==> src/rtl/multiplexador_n_registrado.sv <==
// -----------------------------------------------------------------------------
// multiplexador_n_registrado
//   N-channel, W-bit multiplexer with a registered output slot and a
//   valid/ready handshake on every input channel and on the output.
//   Channel selection is either fixed (external seletor) or round-robin
//   (the next valid channel after the last one granted).
//
// Parameters
//   LARGURA  data width of each channel and of resultado
//   CANAIS   number of input channels (>= 2)
//   SEL_W    selector width, 2**SEL_W >= CANAIS
//
// Ports
//   clock, reset        rising-edge clock, asynchronous active-high reset
//   entradas            flattened channel data, channel c at [c*LARGURA +: LARGURA]
//   valido / pronto     per-channel handshake (accepted when both are 1)
//   modo                0 = fixed select, 1 = round-robin
//   seletor             channel index in fixed mode
//   resultado           registered output word
//   resultado_valido    resultado holds an unconsumed word
//   resultado_pronto    consumer takes resultado this cycle
//   canal_atual         channel the word in resultado came from
//   resultado_paridade  (only with MUX_PARIDADE_EN) XOR of the held word
//
// Optional feature: define MUX_PARIDADE_EN to add resultado_paridade.
// -----------------------------------------------------------------------------
module multiplexador_n_registrado #(
    parameter int LARGURA = 16,
    parameter int CANAIS  = 4,
    parameter int SEL_W   = 2
) (
    input  logic                      clock,
    input  logic                      reset,
    input  logic [CANAIS*LARGURA-1:0] entradas,
    input  logic [CANAIS-1:0]         valido,
    output logic [CANAIS-1:0]         pronto,
    input  logic                      modo,
    input  logic [SEL_W-1:0]          seletor,
    output logic [LARGURA-1:0]        resultado,
    output logic                      resultado_valido,
    input  logic                      resultado_pronto,
    output logic [SEL_W-1:0]          canal_atual
`ifdef MUX_PARIDADE_EN
    ,
    output logic                      resultado_paridade
`endif
);

    logic [SEL_W-1:0]          ptr;       // last channel granted in round-robin
    logic                      livre;     // output slot can take a word this cycle
    logic                      tem_grant;
    logic [SEL_W-1:0]          g;
    logic [CANAIS-1:0]         rot;
    logic [CANAIS*LARGURA-1:0] desloc;
    logic [LARGURA-1:0]        dado_sel;
    int                        idx;

    // Grant selection. Shifting the vectors instead of indexing keeps the
    // index width independent of SEL_W vs. clog2(CANAIS).
    always_comb begin
        livre     = !resultado_valido || resultado_pronto;
        tem_grant = 1'b0;
        g         = '0;
        rot       = '0;
        idx       = 0;
        if (!modo) begin
            // Out-of-range selector simply yields no grant.
            if ({1'b0, seletor} < (SEL_W+1)'(CANAIS)) begin
                rot = valido >> seletor;
                if (rot[0]) begin
                    tem_grant = 1'b1;
                    g         = seletor;
                end
            end
        end else begin
            // Scan ptr+1, ptr+2, ... with wrap; the first valid channel wins.
            for (int i = 1; i <= CANAIS; i++) begin
                idx = (int'(ptr) + i) % CANAIS;
                rot = valido >> idx;
                if (!tem_grant && rot[0]) begin
                    tem_grant = 1'b1;
                    g         = SEL_W'(idx);
                end
            end
        end
    end

    always_comb begin
        desloc   = entradas >> (int'(g) * LARGURA);
        dado_sel = desloc[LARGURA-1:0];
    end

    // Only the granted channel sees ready, and only when the slot is free.
    always_comb begin
        pronto = '0;
        if (tem_grant && livre && !reset)
            pronto = CANAIS'(1) << g;
    end

    always_ff @(posedge clock or posedge reset) begin
        if (reset) begin
            resultado        <= '0;
            resultado_valido <= 1'b0;
            canal_atual      <= '0;
            ptr              <= SEL_W'(CANAIS - 1);  // channel 0 wins first
`ifdef MUX_PARIDADE_EN
            resultado_paridade <= 1'b0;
`endif
        end else if (tem_grant && livre) begin
            resultado        <= dado_sel;
            resultado_valido <= 1'b1;
            canal_atual      <= g;
            if (modo)
                ptr <= g;
`ifdef MUX_PARIDADE_EN
            resultado_paridade <= ^dado_sel;
`endif
        end else if (resultado_pronto) begin
            // Consumer took the word and nothing replaces it: drain only.
            resultado_valido <= 1'b0;
        end
    end

endmodule

==> config.mk <==
export PLATFORM = sky130hd
export DESIGN_NAME = multiplexador_n_registrado
export DESIGN_NICKNAME = d
export VERILOG_FILES = /design/src/rtl/multiplexador_n_registrado.sv
export SDC_FILE = /design/constraint.sdc
export NUM_CORES = 1
export LEC_CHECK = 0
export ABC_AREA = 1
export CORE_ASPECT_RATIO = 2
export CORE_MARGIN = 5
export CORE_UTILIZATION = 41
export CTS_CLUSTER_SIZE = 25
export DETAILED_ROUTE_END_ITERATION = 16
export PLACE_DENSITY_LB_ADDON = 0.12
export SYNTH_ARGS = -nofsm -noshare
export SYNTH_HDL_FRONTEND = slang
export SYNTH_SLANG_ARGS = --single-unit
==> constraint.sdc <==
create_clock -name clock -period 2.7 [get_ports clock]
set_clock_uncertainty 0.1 [all_clocks]
set_input_delay 0.405 -clock clock [delete_from_list [all_inputs] [get_ports clock]]
set_output_delay 0.405 -clock clock [all_outputs]
set_load 0.005 [all_outputs]
# Word-level counts from Yosys, hierarchy flattened

Index checks and enable logic that the tools add are counted.

Add/subtract/negate cells: 4
Multiply operators: 0
Div/mod/pow operators: 0
$lt $le $gt $ge: 0
Eq/ne operators: 0
Shift operators: 7
Mux-type cells: 18
Bitwise operators: 4
Reduce and logical (&&, ||, !) cells: 17

Operators by type and width:

| kind                                                              | count |
|---|---|
| 4-bit by 32-bit right shift with 1-bit output                     | 4 |
| 64-bit by 6-bit right shift with 16-bit output                    | 1 |
| 2-bit 2-to-1 mux                                                  | 6 |
| 1-bit 2-to-1 mux                                                  | 11 |
| 2-bit OR reduction                                                | 4 |
| 1-bit logical AND                                                 | 5 |
| 1-bit zero test                                                   | 5 |
| 2-bit by 1-bit adder with 2-bit output, second input constant     | 2 |
| 2-bit adder, second input constant                                | 2 |
| 1-bit AND, first input constant                                   | 4 |
| 4-bit 2-to-1 mux                                                  | 1 |
| 1-bit by 2-bit left shift with 4-bit output, first input constant | 1 |
| 4-bit by 2-bit right shift with 1-bit output                      | 1 |
| 2-bit AND reduction                                               | 1 |
| 2-bit nonzero test                                                | 1 |
| 1-bit logical OR                                                  | 1 |

Register bits after elaboration: 21
Bits in latches: 0
Memory bits (writable): 0
ROM bits: 0
Bits of input ports: 74
Output and inout port bits: 23
Word-level logic and storage cells: 54
Memories kept: 0

# Longest topological paths before layout

Word-level depth: 21
Depth in mapped cells: 18
Gate-level depth less buffers: 16

# Worst setup path before layout

OpenSTA, ideal clock, no wires.

Path kind: register to output
Start: reg ptr[0]
End: out pronto[0]
Arrival: 1,805 ps
Required time: 2,195 ps
Slack: 390 ps
Cell stages (with the launch flop): 11
Path buffers: 2
Path through: dfstp_2 -> buf_6 -> nand2_1 -> nand3_1 -> o21ai_0 -> nand3_2 -> inv_2 -> nor2_2 -> o22ai_4 -> buf_6 -> nor3_1

Longest elaborated chain between the ends: 21
Elaborated cells on any way between the ends: 39
Classes of those cells: add/sub: 4; shift: 5; mux: 14; bitwise: 4; reduce/logical: 12

Ends and longest elaborated chain:

| item                                          | line | source |
|---|---|---|
| from (decl)                                   | 49   | `logic [SEL_W-1:0] ptr;` |
| from (signal assigned)                        | 105  | `ptr <= SEL_W'(CANAIS - 1);` |
| from (signal assigned)                        | 114  | `ptr <= g;` |
| 2-bit by 1-bit adder with 2-bit output        | 78   | `idx = (int'(ptr) + i) % CANAIS;` |
| 2-bit OR reduction (no line)                  | -    |  |
| 1-bit AND (no line)                           | -    |  |
| 4-bit by 32-bit right shift with 1-bit output | 79   | `rot = valido >> idx;` |
| 1-bit 2-to-1 mux                              | 80   | `if (!tem_grant && rot[0]) begin` |
| 1-bit 2-to-1 mux                              | 66   | `if (!modo) begin` |
| 1-bit zero test                               | 80   |  |
| 1-bit logical AND                             | 80   |  |
| [... 4 more ...]                              | -    |  |
| 1-bit 2-to-1 mux                              | 80   |  |
| 1-bit 2-to-1 mux                              | 66   |  |
| 1-bit zero test                               | 80   |  |
| 1-bit logical AND                             | 80   |  |
| 1-bit 2-to-1 mux                              | 80   |  |
| 1-bit 2-to-1 mux                              | 66   |  |
| 1-bit logical AND (2 in a row)                | 96   | `if (tem_grant && livre && !reset)` |
| 4-bit 2-to-1 mux (*)                          | 96   |  |
| to (decl)                                     | 36   | `output logic [CANAIS-1:0] pronto,` |

Mark *: on every way between the ends. The rest lies on a longest branch, timed or not. The select of a mux whose other input is x is not followed.

# Final worst setup path

Start: reg ptr[0]
End: out pronto[1]

Same word-level chain as after synthesis.

==> results.md <==
- Worst-path fanout max: 5
- Synth-to-Final Area Change: 75.3%
- Hold-fix buffers, CTS: 0
- Synth cell types: 28
- Global route overflow: 0
- WL final: 7010 microns
- Post-Route Setup TNS: -15.4 ps
- Min-Delay Path Class: reg2reg
- I/O pin count: 97
- Global placer's final weighted congestion: 0.938
- Max cap viols: 0
- Top layer in use: met4
- Ant diodes: 0
- RSZ-0062 raised after global routing: true
- CP endpoint kind: primary output
- Post-Syn Nets: around 400
- Chip width: 58.2 microns
- Final nets: 523
- Initial DRT Pass Iterations: 4
- DP Area: 0.00305 sq mm
- Max-slew violations: 0
- Starting density of the core: 0.418
- Initial DRC count: 74
- Type of origin of the critical path: flop
- Violated checks: setup timing
- Die H: 106 microns
- Setup violators final: 2
- Vias in the first global route: 2,418
- Flops & latches, synth: 21
- Fin crit share: 1.00
- Area share of the largest cell type after synthesis: 0.388
- Least-Margin Pin Slew: 320 ps
- Synth Instances: 321
- Critical Path AT: between 2000 and 2500 ps
- Met1 wire length: 2260 microns
- WL/cell: 13.9 microns
- Fmax: 369 MHz
- Clock tree buffer depth: 2
- CTS tree: done
- Min Hold Slack: 387 ps
- DRC viols: 0
- Synth area leaders: nand2_1, dfrtp_1, nand3_1
- Number of vias per cell: 4.87
- Synthesized area: 0.00190 sq mm
- Design Area, Final: 0.00334 sq mm
- Tmin final: 2710 ps
- Met3 wire length: between 300 and 400 microns
- Clk_lat worst skew: around 260 ps
- Mapped Avg Cell Area: 5.93 sq um
- CTS Root Cell: clkbuf_8
- Met2 WL: ~4100 microns
- Dpl cells: 488
- Final worst slack: -10.2 ps
- Post-synthesis sequential area ratio: 0.277
- GRT Overall Usage: 0.230
- Final hold vios: 0
- Share of cells above drive strength 1: 0.217
- TritonCTS Sinks: 21
- VDD IR max: 635 uV
- Largest net degree at the start of global routing: 33
- LEAKAGE: between 1.5 and 2 nW
- Crit Path Class: reg2out
- I/O Buffers: 96
- Via Count: 2,450
- Core area: between 0.004 and 0.005 sq mm
- Yosys warns: 0
- Fin cells: 503
- Row cnt: 35
- Rel. slew slack: 0.786
- PwrDens: 1060 mW/mm^2
- Dpl ws: -473 ps
- Dpl hpwl: 5440 microns
- First-pass GRT wire length: 11,000 microns
- Cts bufs inserted: 3
- Status: finished, violations left
- Initial antenna violation count: 0
- Remaining antenna violation count after routing: 0
- Fillcell total: 386
- # H-tree levels: 1
- Die area: 0.00619 sq mm
- Clock transition at path regs: 80 ps
- Worst EP required: 2190 ps
- Dominant cell type by area after synthesis: nand2_1
==> sequential cells by signal, summed over array words and instances (netlist names) <==
register,count
canal_atual,2
resultado_valido,1
ptr,2
resultado,16
==> cell families after synthesis <==
family,Yosys count,synth area share
compound gates,13,0.0512
buf+inv,30,0.0946
flops,21,0.277
simple gates,257,0.577
==> layer usage <==
layer	track usage	vias up
met5	0	-
met4	0.108	0
met3	0.0231	22
met2	0.461	91
met1	0.217	1086
li1	-	1251
==> synthesized netlist by cell type <==
cell type and number:
a211o_1 1, nand2_2 5, o22ai_4 1, dfrtp_1 19
nor3_1 4, buf_6 5, nand3_1 38, buf_8 1
inv_2 3, inv_8 1, clkbuf_1 3, inv_1 10
nor2_2 1, nor2_8 1, nand2_4 2, a21oi_1 1
o21ai_0 7, nand2_1 197, nor2_4 2, buf_4 1
nand3_4 1, nor2_1 5, o21ai_4 1, o21a_1 1
o21ai_1 1, buf_2 6, nand3_2 1, dfstp_2 2
==> timing repair <==
item                                    CTS  global route
cloned                                    1             0
gates resized for setup                  33            33
setup buffers                             7             3
pin swaps                                 8            22
endpoints found under the setup margin    4             4
==> final cells by class <==
type,count,area (sq um),area share
timing repair buffer,138,1280,0.385
clock inverter,1,5.00,0.00150
clock buffer,3,41.3,0.0124
inverter,14,62.6,0.0187
tap,55,68.8,0.0206
timing repair inverter,1,6.26,0.00187
sequential,21,528,0.158
multi-input combinational,270,1340,0.402
==> per-stage QoR <==
step           power (mW)   util
3_5_place_dp         2.90  0.671
5_1_grt              3.86  0.733
6_report             3.53  0.733
3_3_place_gp         2.88  0.671
4_1_cts              3.28  0.701
2_1_floorplan        2.01      -
==> cell usage in the layout, fill, tap and decap left out, drive strengths merged, types with 2 or more instances in the layout <==
cell type,count
clkbuf,3
buf,46
dfrtp,19
nand3,40
nor3,4
nor2,9
dfstp,2
inv,15
clkdlybuf4s50,90
nand2,204
dlymetal6s2s,2
o21ai,9
==> worst max-delay path: stages (launching register included) <==
cell	delay [ps]
dfstp_2	570
buf_6	130
inv_8	40
nand2_2	50
nand2_2	80
nand2_4	80
nand2_4	60
nor2_4	120
buf_6	120
nand3_4	70
nand2_2	90
nand3_4	80
nand2_4	90
inv_4	50
nor3_2	170
buf_2	140
==> power by group <==
group	internal [mW]	total, mW	switching, mW
combinational	1.25	2.75	1.50
sequential	0.472	0.567	0.0953
clock	0.103	0.207	0.104
==> final timing paths <==
path	startpoint	end	slack [ps]	cells after the start
worst max-delay path	ptr[0]	pronto[1]	-10	15
worst min-delay path	resultado[3]	resultado[3]	390	2
worst max register to register	ptr[0]	resultado[10]	210	20
worst min register to register	resultado[3]	resultado[3]	390	2
max in group asynchronous	reset	ptr[1]	1730	3
min in group asynchronous	reset	resultado_valido	510	3
(Power assumes the default switching activity.)
